## config.mk

```make
export PLATFORM = sky130hd
export DESIGN_NAME = lb_reset_seq
export DESIGN_NICKNAME = d
export VERILOG_FILES = /design/src/rtl/lb_reset_pkg.sv /design/src/rtl/lb_reset_sync.sv /design/src/rtl/lb_reset_seq.sv
export SDC_FILE = /design/constraint.sdc
export NUM_CORES = 1
export LEC_CHECK = 0
export ABC_AREA = 1
export CAP_MARGIN = 20
export CORE_UTILIZATION = 50
export DETAILED_ROUTE_END_ITERATION = 12
export DONT_BUFFER_PORTS = 1
export PLACE_DENSITY_LB_ADDON = 0.2
export SYNTH_ARGS = -nofsm -noshare
export SYNTH_HDL_FRONTEND = slang
export SYNTH_SLANG_ARGS = --single-unit
```

## constraint.sdc

```tcl
create_clock -name clk -period 4.42 [get_ports clk]
set_clock_uncertainty 0.2 [all_clocks]
set_input_delay 0.442 -clock clk [delete_from_list [all_inputs] [get_ports clk]]
set_output_delay 0.442 -clock clk [all_outputs]
set_load 0.005 [all_outputs]
```

## src/rtl/lb_reset_pkg.sv

```systemverilog
// Shared types and helpers for the lb_reset_seq reset sequencer.
// The FSM state enum, the rst_count width and a width helper for the hold/stagger counter.
package lb_reset_pkg;

    typedef enum logic [1:0] {
        S_ASSERT,
        S_HOLD,
        S_STAGGER,
        S_RUN
    } lb_state_e;

    localparam int RST_CNT_W = 8;

    // Bits needed to count down from max(a, b); never returns less than 1.
    function automatic int clog2_max(input int a, input int b);
        int m;
        m = (a > b) ? a : b;
        return ($clog2(m) < 1) ? 1 : $clog2(m);
    endfunction

endpackage

```

## src/rtl/lb_reset_sync.sv

```systemverilog
// Reset release synchroniser: STAGES-deep flop chain with D tied low and an async preset.
// The chain only advances while en is high, so a frozen sequencer also freezes the release.
module lb_reset_sync #(
    parameter int STAGES = 2
) (
    input  logic clk,
    input  logic reset,
    input  logic en,
    output logic sync_rst
);

    logic [STAGES-1:0] r_chain;

    always_ff @(posedge clk or posedge reset) begin
        if (reset) begin
            r_chain <= '1;
        end else if (en) begin
            r_chain <= {r_chain[STAGES-2:0], 1'b0};
        end
    end

    assign sync_rst = r_chain[STAGES-1];

endmodule

```

## src/rtl/lb_reset_seq.sv

```systemverilog
// Reset sequencer: async assert, synchronised and staggered release of NUM_OUT resets.
// Build option LB_RESET_COUNT_EN adds a saturating counter of accepted soft resets.
//
// state     | meaning
// S_ASSERT  | all outputs asserted, waiting for the synchronised release
// S_HOLD    | all outputs asserted, counting down the hold time
// S_STAGGER | releasing outputs one by one, STAGGER cycles apart
// S_RUN     | all outputs released; a soft request restarts from S_HOLD
module lb_reset_seq
    import lb_reset_pkg::*;
#(
    parameter int SYNC_STAGES = 2,
    parameter int HOLD_CYCLES = 16,
    parameter int STAGGER     = 4,
    parameter int NUM_OUT     = 3
) (
    input  logic                 clk,
    input  logic                 reset,
    input  logic                 cs,
    input  logic                 soft_req,
    output logic [NUM_OUT-1:0]   rst_out,
    output logic                 done,
    output logic [RST_CNT_W-1:0] rst_count
);

    localparam int CNT_W = clog2_max(HOLD_CYCLES, STAGGER);
    localparam int IDX_W = (NUM_OUT > 1) ? $clog2(NUM_OUT) : 1;

    // The cycle spent leaving S_ASSERT already counts as the first hold cycle,
    // which keeps release at SYNC_STAGES + HOLD_CYCLES edges without shortening the synchroniser.
    localparam logic [CNT_W-1:0] HOLD_LD_SYNC = CNT_W'((HOLD_CYCLES > 1) ? HOLD_CYCLES - 2 : 0);
    localparam logic [CNT_W-1:0] HOLD_LD_SOFT = CNT_W'(HOLD_CYCLES - 1);
    localparam logic [CNT_W-1:0] STG_LD       = CNT_W'(STAGGER - 1);

    lb_state_e          r_state, w_state_nxt;
    logic [CNT_W-1:0]   r_cnt, w_cnt_nxt;
    logic [IDX_W-1:0]   r_idx, w_idx_nxt;
    logic [NUM_OUT-1:0] r_rst_out, w_rst_out_nxt;
    logic               w_sync_rst;
    logic               w_soft_acc;

    lb_reset_sync #(
        .STAGES (SYNC_STAGES)
    ) u_sync (
        .clk      (clk),
        .reset    (reset),
        .en       (cs),
        .sync_rst (w_sync_rst)
    );

    always_ff @(posedge clk or posedge reset) begin
        if (reset) begin
            r_state   <= S_ASSERT;
            r_cnt     <= '0;
            r_idx     <= '0;
            r_rst_out <= '1;
        end else if (cs) begin
            r_state   <= w_state_nxt;
            r_cnt     <= w_cnt_nxt;
            r_idx     <= w_idx_nxt;
            r_rst_out <= w_rst_out_nxt;
        end
    end

    always_comb begin
        w_state_nxt   = r_state;
        w_cnt_nxt     = r_cnt;
        w_idx_nxt     = r_idx;
        w_rst_out_nxt = r_rst_out;
        w_soft_acc    = 1'b0;
        case (r_state)
            S_ASSERT: begin
                w_rst_out_nxt = '1;
                if (!w_sync_rst) begin
                    if (HOLD_CYCLES == 1) begin
                        w_rst_out_nxt[0] = 1'b0;
                        w_cnt_nxt        = STG_LD;
                        w_idx_nxt        = IDX_W'(1);
                        w_state_nxt      = (NUM_OUT == 1) ? S_RUN : S_STAGGER;
                    end else begin
                        w_cnt_nxt   = HOLD_LD_SYNC;
                        w_state_nxt = S_HOLD;
                    end
                end
            end
            S_HOLD: begin
                if (r_cnt == '0) begin
                    w_rst_out_nxt[0] = 1'b0;
                    w_cnt_nxt        = STG_LD;
                    w_idx_nxt        = IDX_W'(1);
                    w_state_nxt      = (NUM_OUT == 1) ? S_RUN : S_STAGGER;
                end else begin
                    w_cnt_nxt = r_cnt - CNT_W'(1);
                end
            end
            S_STAGGER: begin
                if (r_cnt == '0) begin
                    w_rst_out_nxt[r_idx] = 1'b0;
                    w_cnt_nxt            = STG_LD;
                    if (r_idx == IDX_W'(NUM_OUT - 1)) begin
                        w_state_nxt = S_RUN;
                    end else begin
                        w_idx_nxt = r_idx + IDX_W'(1);
                    end
                end else begin
                    w_cnt_nxt = r_cnt - CNT_W'(1);
                end
            end
            S_RUN: begin
                w_rst_out_nxt = '0;
                if (soft_req) begin
                    w_soft_acc    = 1'b1;
                    w_rst_out_nxt = '1;
                    w_cnt_nxt     = HOLD_LD_SOFT;
                    w_idx_nxt     = '0;
                    w_state_nxt   = S_HOLD;
                end
            end
            default: begin
                w_state_nxt   = S_ASSERT;
                w_rst_out_nxt = '1;
            end
        endcase
    end

    assign rst_out = r_rst_out;
    assign done    = (r_state == S_RUN);

`ifdef LB_RESET_COUNT_EN
    logic [RST_CNT_W-1:0] r_rst_count;

    always_ff @(posedge clk or posedge reset) begin
        if (reset) begin
            r_rst_count <= '0;
        end else if (cs && w_soft_acc && (r_rst_count != '1)) begin
            r_rst_count <= r_rst_count + RST_CNT_W'(1);
        end
    end

    assign rst_count = r_rst_count;
`else
    logic w_unused;
    assign w_unused  = w_soft_acc;
    assign rst_count = '0;
`endif

endmodule
```

==> out/metrics.yaml, run 1 <==
critical_path:
  cp-start-kind: "flop"
  ff2ff_path_depth: 5
  path_class: "flop to flop"
  worstPathRequired_ns: 4.38
  r2r-start: "r_state[0]"
  endpoint_kind: "flop"
  arrival_ns: 1.60
  rrSetupSlack_ns: 2.77
  crit_fanout: 6
  reg2reg_to: "r_cnt[2]"
clock_network:
  clock_latency_ns: 0.28
  cts_setup_buffers: 0
  clock_path_buffers: 2
  clkTransAtPathRegs_ns: 0.08
  cts-root-buf: "clkbuf_4"
  cts_buffers: 3
  cts_tree: "yes"
  cts_hold_buf: 2
  clkSinkCount: 13
  h-tree-depth: 1
  cts_resized: 0
job:
  max_cap_violations: 0
sta:
  period_share_pct: 37.3
  post-route-min-period_ns: 1.65
  finalSetupTns_ns: 0
  fmax_ghz: 0.607
  drv_slew: 0
  rsz0062_at_grt: "false"
  setup_viol: 0
  hold_viol_final: 0
final_layout:
  antennaDiodeCount: 0
  area_growth_pct: 3.58
  nets: 146
  drive_gt1_share_pct: 18.5
  layout.cells.non_filler: 155
  final_core_util_pct: 57.7
synth:
  ys_seq_area_share_pct: 32.7
  yosys_warnings: 0
  synth_cell_types: 28
  synth_enable_flop_cells: 0
  mappedNetlistArea_um2: 1010
  synth.avg_cell_area_um2: 8.05
  synth_flop_cell: "dfrtp_1"
  syn_inst: 126
  synth_seq_cells: 13
  synthArstFlopShare_pct: 100
detailed_routing:
  via_count: 725
  post_drt_wl_per_cell_um: 10.5
  drc: 0
  dr.pass1.iters: 4
  wl_um: 1630
  drt_iter0_markers: 12
  drtAntennaViolNets: 0
  vias_per_cell: 4.68
global_route:
  grt_pass1_vias: 673
  grt_usage_pct: 19.0
  use_met3_pct: 6.92
  grt_use_met2_pct: 30.3
  grt_first_pass_wirelength_um: 2860
  use_met1_pct: 25.1
  busiest_layer: "met2"
  overflow: 0
  grt_antenna_before_repair: 0
  grt_max_degree: 14
placed_design:
  gp_congestion: 0.827
  io_buffer_count: 0
  dp_hpwl_um: 1340
  dp_cells: 149
power:
  power_density_nw_per_um2: 647
  p_leak_uw: 0.000565
  vdd_drop_max_uv: 329
die:
  die_area_um2: 2210
  io_pins: 16
  core.rowCount: 15
  core_area_um2: 1820
  die_h_um: 47.1
  initial_core_util_pct: 55.7
  die_w_um: 47.1
worst_hold_path:
  holdPathEnd: "u_sync.r_chain[1]"
  hp-class: "primary input to flop"
  holdPathStages: 1
  min_from: "cs"
outcome:
  outcome: "finished clean"
critical path: stages, from the launching register on:
cell,delay (ns)
dfrtp_1,0.43
ha_1,0.27
nand2_1,0.14
nand3_2,0.15
nor2_1,0.24
a21boi_1,0.10
state kept, by name, summed over array words and instances (netlist names):
name            count
r_cnt               4
r_idx               2
r_state             2
rst_out             3
u_sync.r_chain      2
cell families after synthesis:
kind of cell | share of synthesized area, %
and+or+nand+nor | 32.2
buffers and inverters | 14.1
DFF | 32.7
AOI/OAI and AO/OA | 6.29
adders and majority gates | 13.6
xor gates and xnor gates | 0.863
other | 0.370
power breakdown:
group | leakage [uW] | switching [uW] | total [uW] | internal, uW
clock network | 0.0000150 | 37.7 | 72.7 | 35.0
registers | 0.000147 | 48.6 | 227 | 179
logic | 0.000403 | 233 | 380 | 147
worst max-delay path by stage:
stage	start	end	slack, ns	cells after the start
global route	r_state[0]	r_idx[1]	2.61	8
global placement	r_state[0]	r_cnt[1]	2.79	5
CTS	r_state[0]	r_cnt[1]	2.76	5
finish	r_state[0]	r_cnt[2]	2.77	5
floorplan	r_state[0]	r_state[0]	2.89	8
detailed placement	r_state[0]	r_cnt[1]	2.78	5
per-stage QoR:
step / hold WS (ns) / cell area [um2] / worst slack (ns) / total power, uW
final: 0.0183 / 1050 / 2.77 / 680
after global routing: 0.00851 / 1050 / 2.61 / 760
after CTS: 0.0135 / 1050 / 2.76 / 688
after floorplan: 0.115 / 1040 / 2.89 / 546
after global placement: 0.191 / 1000 / 2.79 / 601
after detailed placement: 0.195 / 1000 / 2.78 / 612
metal layers:
metal  wire (um)  up-vias
met3         101        2
met2         718       25
li1            -      382
met4           7        0
met5           0        -
met1         805      316
synthesized netlist by cell type (2+ instances only):
master     n  area share, %
buf_4      9            6.7
inv_1     19            7.0
dfstp_2    5             13
nor2_1     6            2.2
a21oi_1    3            1.5
o21ai_1    4            2.0
nand3_1    5            2.5
nand3_2    2            2.0
nand2_2    3            1.8
nand2_4    2            2.2
ha_1      11             14
nand3b_1   2            1.5
nor2_2     3            1.8
nand2_1   31             11
dfrtp_1    8             20
layout by cell type (no fill, tap or decap), types with 4 or more instances in the layout:
cell and n:
dfstp_2 5, conb_1 8, ha_1 11, o21ai_1 4, nor2_1 6, inv_1 19, nand3_1 5, dfrtp_1 8
nand2_1 31
cell type report:
type,count,area [um2]
sequential,13,332
fill,186,769
inverter,20,75.1
tap,25,31.3
timing repair buffer,2,20.0
multi-input combinational,91,567
clock buffer,4,26.3
(Power assumes the default switching activity.)
==> run 2, diff against run 1 <==
clock period = 1.65 ns   (was 4.42 ns; I/O delays follow)
==> run 2 against run 1 <==
  * Core utilization grew 2.4 points
  * Die area is the same
  * Cell area grew 4.2%
  * Non-clock buffer count grew 5
  * Register-to-register slack lost 2.7 ns
  * Worst hold slack gained 0.010 ns
  * Sequential share of layout area shrank 1.1 points
  * Sequential cell count is the same
  * Critical endpoint is now r_cnt[1]
==> out/metrics.yaml, run 2 (same netlist as run 1, synthesis figures left out) <==
clock_network:
  cts-root-buf: "clkbuf_4"
  h-tree-depth: 1  # unchanged
  cts_buffers: 3  # unchanged
  clock_latency_ns: 0.29  # about the same
  clkTransAtPathRegs_ns: 0.08  # about the same
  clkSinkCount: 13  # unchanged
  clock_path_buffers: 2  # unchanged
  cts_tree: "yes"
final_layout:
  fill_cells: 159  # -15%
  largest_reg_flops: 4  # unchanged
  layout_common_cells: "nand2_1 (30), inv_1 (17), ha_1 (11)"
  area_growth_pct: 7.89
  nets: 151  # +3.4%
  layout_commonest_cell: "nand2_1"
  drive_gt1_share_pct: 23.7  # +5.2 points
  largest_register: "r_cnt"
  layout.cells.non_filler: 160  # +3.2%
  antennaDiodeCount: 0  # unchanged
global_route:
  grt_first_pass_wirelength_um: 2930  # +2.7%
  grt_usage_pct: 19.9  # +0.89 points
  grt_antenna_before_repair: 0  # unchanged
  grt_pass1_vias: 715  # +6.2%
  overflow: 0  # unchanged
  grt_max_degree: 14  # unchanged
sta:
  hold_viol_final: 0  # unchanged
  drv_slew: 0  # unchanged
  period_share_pct: 97.4  # +60 points
  post-route-min-period_ns: 1.61  # -0.0412 ns
  holdWs_ns: 0.0286  # +0.0102 ns
  rsz0062_at_grt: "true"
  setup_viol: 0  # unchanged
  finalWorstSetupSlack_ns: 0.0435  # -2.73 ns
  fmax_ghz: 0.622  # +2.6%
critical_path:
  worstPathRequired_ns: 1.66  # -2.72 ns
  reg2reg_to: "r_cnt[1]"
  startpoint: "r_state[0]"
  r2r-start: "r_state[0]"
  path_class: "flop to flop"
  ff2ff_path_depth: 5  # unchanged
  endpoint_kind: "flop"
  crit_fanout: 5  # -1
  cp-start-kind: "flop"
  rrSetupSlack_ns: 0.04  # -2.73 ns
  arrival_ns: 1.62  # +0.02 ns
detailed_routing:
  post_drt_wl_per_cell_um: 10.6  # +0.85%
  drt_iter0_markers: 17  # +5
  wl_um: 1700  # +4.1%
  vias_per_cell: 4.74  # +1.3%
  dr.pass1.iters: 4  # unchanged
  drtAntennaViolNets: 0  # unchanged
  via_count: 758  # +4.6%
  drc: 0  # unchanged
worst_hold_path:
  holdPathStages: 4  # +3
  holdPathEnd: "r_cnt[1]"
  min_from: "soft_req"
  hp-class: "primary input to flop"
power:
  p_leak_uw: 0.000587  # +3.9%
  power_density_nw_per_um2: 1740  # +170%
  vdd_drop_max_uv: 944  # +190%
die:
  initial_core_util_pct: 55.7  # unchanged
  die_h_um: 47.1  # unchanged
  core_area_um2: 1820  # unchanged
  die_area_um2: 2210  # unchanged
  io_pins: 16  # unchanged
  core.rowCount: 15  # unchanged
  die_w_um: 47.1  # unchanged
outcome:
  outcome: "finished clean"
job:
  max_cap_violations: 0  # unchanged
placed_design:
  pre_cts_slack_ns: 0.0362  # -2.74 ns
  dp_cells: 152  # +2.0%
  dp_hpwl_um: 1330  # -0.48%
  gp_congestion: 0.789  # -4.6%
  io_buffer_count: 0  # unchanged
[run 2: what timing repair did]
| item | CTS | global route |
|---|---|---|
| buffers inserted | 0 | 1 |
| hold buffers | 3 | 0 |
| gates resized for setup | 0 | 4 |
| endpoints found under the hold margin | 24 | 0 |
| endpoints found under the setup margin | 0 | 9 |
[run 2: worst max-delay path: stages (launching register included)]
cell,delay (ns)
dfrtp_1,0.43
inv_2,0.07
ha_1,0.30
inv_1,0.07
or2_2,0.28
a22oi_1,0.17
[run 2: per-stage QoR]
stage	total power [uW]	instance area, um2	util [%]	TNS (ns)
floorplan	1460	1040	-	0
global placement	1640	1030	56.4	0
detailed placement	1670	1030	56.4	0
CTS	1890	1080	59.5	0
global route	2110	1090	60.1	-0.0345
finish	1900	1090	60.1	0
[run 2: layout make-up]
type                    count  area (um2)  share of cell area [%]
multi-input cells          91         569                    52.0
flip-flops and latches     13         333                    30.4
inverters                  20        75.1                    6.86
repair buffers              7        60.1                    5.49
well taps                  25        31.3                    2.86
clock buffers               4        26.3                    2.40
[run 2: worst max path at each step]
stage	endpoint	slack, ns	cells past startpoint
detailed placement	r_cnt[1]	0.04	5
global placement	r_cnt[1]	0.07	5
floorplan	r_state[0]	0.12	8
global route	r_cnt[1]	-0.03	5
CTS	r_cnt[1]	0.02	5
finish	r_cnt[1]	0.04	5
[run 2: layer usage]
metal | wire length, um | vias up | track usage (%)
li1 | - | 392 | -
met3 | 95 | 5 | 6.15
met2 | 748 | 21 | 31.9
met4 | 44 | 0 | 11.4
met5 | 0 | - | 0
met1 | 812 | 340 | 23.4
[run 2: where the power goes]
group | leakage, uW | switching [uW] | internal, uW
registers | 0.000146 | 136 | 481
clock network | 0.0000150 | 107 | 94.3
logic | 0.000426 | 645 | 438
==> run 3, diff against run 2 <==
clock period = 1.6 ns   (was 1.65 ns; I/O delays follow)
==> run 3 against run 2 <==
  * Fmax increased by 4.3%
  * Via count decreased by 0.92%
  * Global-route usage decreased by 1.0 points
  * Register-to-register slack improved by 0.02 ns
  * Sequential cell count unchanged
  * Sequential share of layout area decreased by 1.0 points
  * Clock-buffer cell count unchanged
  * Combinational power increased by 11%
  * Cell area increased by 3.9%
  * Routed wire length increased by 1.2%
  * Worst setup slack improved by 0.016 ns
  * Highest routed layer unchanged
==> out/metrics.yaml, run 3 (same netlist as run 1, synthesis figures left out) <==
detailed_routing:
  dr.pass1.iters: 4  # unchanged
  vias_per_cell: 4.64  # -2.1%
  post_drt_wl_per_cell_um: 10.6  # about the same
  drc: 0  # unchanged
  wl_met2_um: 741  # -0.94%
  wl_um: 1720  # +1.2%
  via_count: 751  # -0.92%
  dr.max_layer_used: "met4"
  dr_wl_met3_um: 67  # -29%
  drtAntennaViolNets: 0  # unchanged
  m1WireLength_um: 886  # +9.1%
  drt_iter0_markers: 14  # -3
clock_network:
  h-tree-depth: 1  # unchanged
  clkSinkCount: 13  # unchanged
  cts-root-buf: "clkbuf_4"
  clock_path_buffers: 2  # unchanged
  cts_buffers: 3  # unchanged
  cts_tree: "yes"
  clock_latency_ns: 0.28  # about the same
  clkTransAtPathRegs_ns: 0.08  # about the same
placed_design:
  io_buffer_count: 0  # unchanged
  gp_congestion: 0.788  # -0.19%
  dp_cells: 153  # +0.66%
  dp_hpwl_um: 1300  # -2.2%
  pre_cts_slack_ns: 0.00981  # -0.0264 ns
die:
  io_pins: 16  # unchanged
  die_area_um2: 2210  # unchanged
  core.rowCount: 15  # unchanged
  die_h_um: 47.1  # unchanged
  die_w_um: 47.1  # unchanged
  core_area_um2: 1820  # unchanged
  initial_core_util_pct: 55.7  # unchanged
sta:
  drv_slew: 0  # unchanged
  setup_viol: 0  # unchanged
  finalWorstSetupSlack_ns: 0.0596  # +0.0161 ns
  maxSlewHeadroom_pct: 66.0
  period_share_pct: 96.3  # -1.1 points
  hold_viol_final: 0  # unchanged
  post-route-min-period_ns: 1.54  # -0.0661 ns
  fmax_ghz: 0.649  # +4.3%
  tightest_slew_ns: 0.510
power:
  p_leak_uw: 0.000593  # +0.94%
  power_density_nw_per_um2: 1800  # +3.5%
  vdd_drop_max_uv: 1150  # +21%
critical_path:
  cp-start-kind: "flop"
  endpoint_kind: "flop"
  path_class: "flop to flop"
  crit_fanout: 5  # unchanged
  rrSetupSlack_ns: 0.06  # +0.02 ns
  worstPathRequired_ns: 1.62  # -0.04 ns
  arrival_ns: 1.56  # -0.06 ns
final_layout:
  layout_commonest_cell: "nand2_1"
  fill_cells: 161  # +1.3%
  layout_common_cells: "nand2_1 (30), inv_1 (16), ha_1 (8), conb_1 (8)"
  largest_register: "r_cnt"
  area_growth_pct: 12.1
  antennaDiodeCount: 0  # unchanged
  largest_reg_flops: 4  # unchanged
  layout.cells.non_filler: 162  # +1.3%
  nets: 153  # +1.3%
  drive_gt1_share_pct: 29.9  # +6.2 points
worst_hold_path:
  hp-class: "primary input to flop"
global_route:
  grt_first_pass_wirelength_um: 2860  # -2.4%
  grt_usage_pct: 18.8  # -1.0 points
  overflow: 0  # unchanged
  grt_pass1_vias: 692  # -3.2%
  grt_max_degree: 14  # unchanged
  grt_antenna_before_repair: 0  # unchanged
job:
  max_cap_violations: 0  # unchanged
outcome:
  outcome: "finished clean"
[run 3: power by group]
part	internal (uW)	switching, uW	leakage [uW]
logic	500	695	0.000433
clock network	96.8	111	0.0000150
registers	498	142	0.000145
[run 3: worst paths after layout]
path	startpoint	end	cells after the start
worst max-delay path	r_state[0]	r_idx[0]	7
worst min-delay path	soft_req	r_idx[0]	6
worst max register to register	r_state[0]	r_idx[0]	7
worst min register to register	u_sync.r_chain[0]	u_sync.r_chain[0]	2
max in group asynchronous	reset	r_state[1]	2
min in group asynchronous	reset	r_cnt[1]	2
[run 3: layout make-up]
type / instances / area [um2] / area share (%)
Tap cell: 25 / 31.3 / 2.75
Multi-Input combinational cell: 91 / 593 / 52.1
Sequential cell: 13 / 334 / 29.4
Timing Repair Buffer: 9 / 75.1 / 6.60
Clock buffer: 4 / 26.3 / 2.31
Inverter: 20 / 77.6 / 6.82
[run 3: routing by layer]
metal | track usage, % | vias to the layer above
met5 | 0 | -
met4 | 5.14 | 0
met3 | 6.92 | 5
met2 | 28.1 | 18
met1 | 25.8 | 333
li1 | - | 395
[run 3: worst max-delay path, stage by stage, from the launching register on]
cell and delay, ns:
dfrtp_2 0.45, inv_2 0.11, ha_2 0.22, inv_4 0.06
buf_4 0.13, o21ai_0 0.15, nand3_1 0.10, nand2_1 0.07
[run 3: metrics by stage]
stage          instance area (um2)  power (uW)  hold slack [ns]  setup TNS [ns]  utilization [%]
4_1_cts                       1090        1950           0.0673               0             59.9
6_report                      1140        2040           0.0960               0             62.5
3_5_place_dp                  1030        1720          -0.0831               0             56.8
5_1_grt                       1140        2250            0.133         -0.0466             62.5
2_1_floorplan                 1040        1510           -0.167               0                -
3_3_place_gp                  1030        1700          -0.0952               0             56.8
[run 3: timing repair]
action / 4_1_cts / 5_1_grt
gates resized for setup: 1 / 11
hold buffers: 3 / 0
setup buffers: 0 / 2
setup endpoints to repair: 1 / 11
pin swaps: 0 / 2
endpoints found under the hold margin: 24 / 0
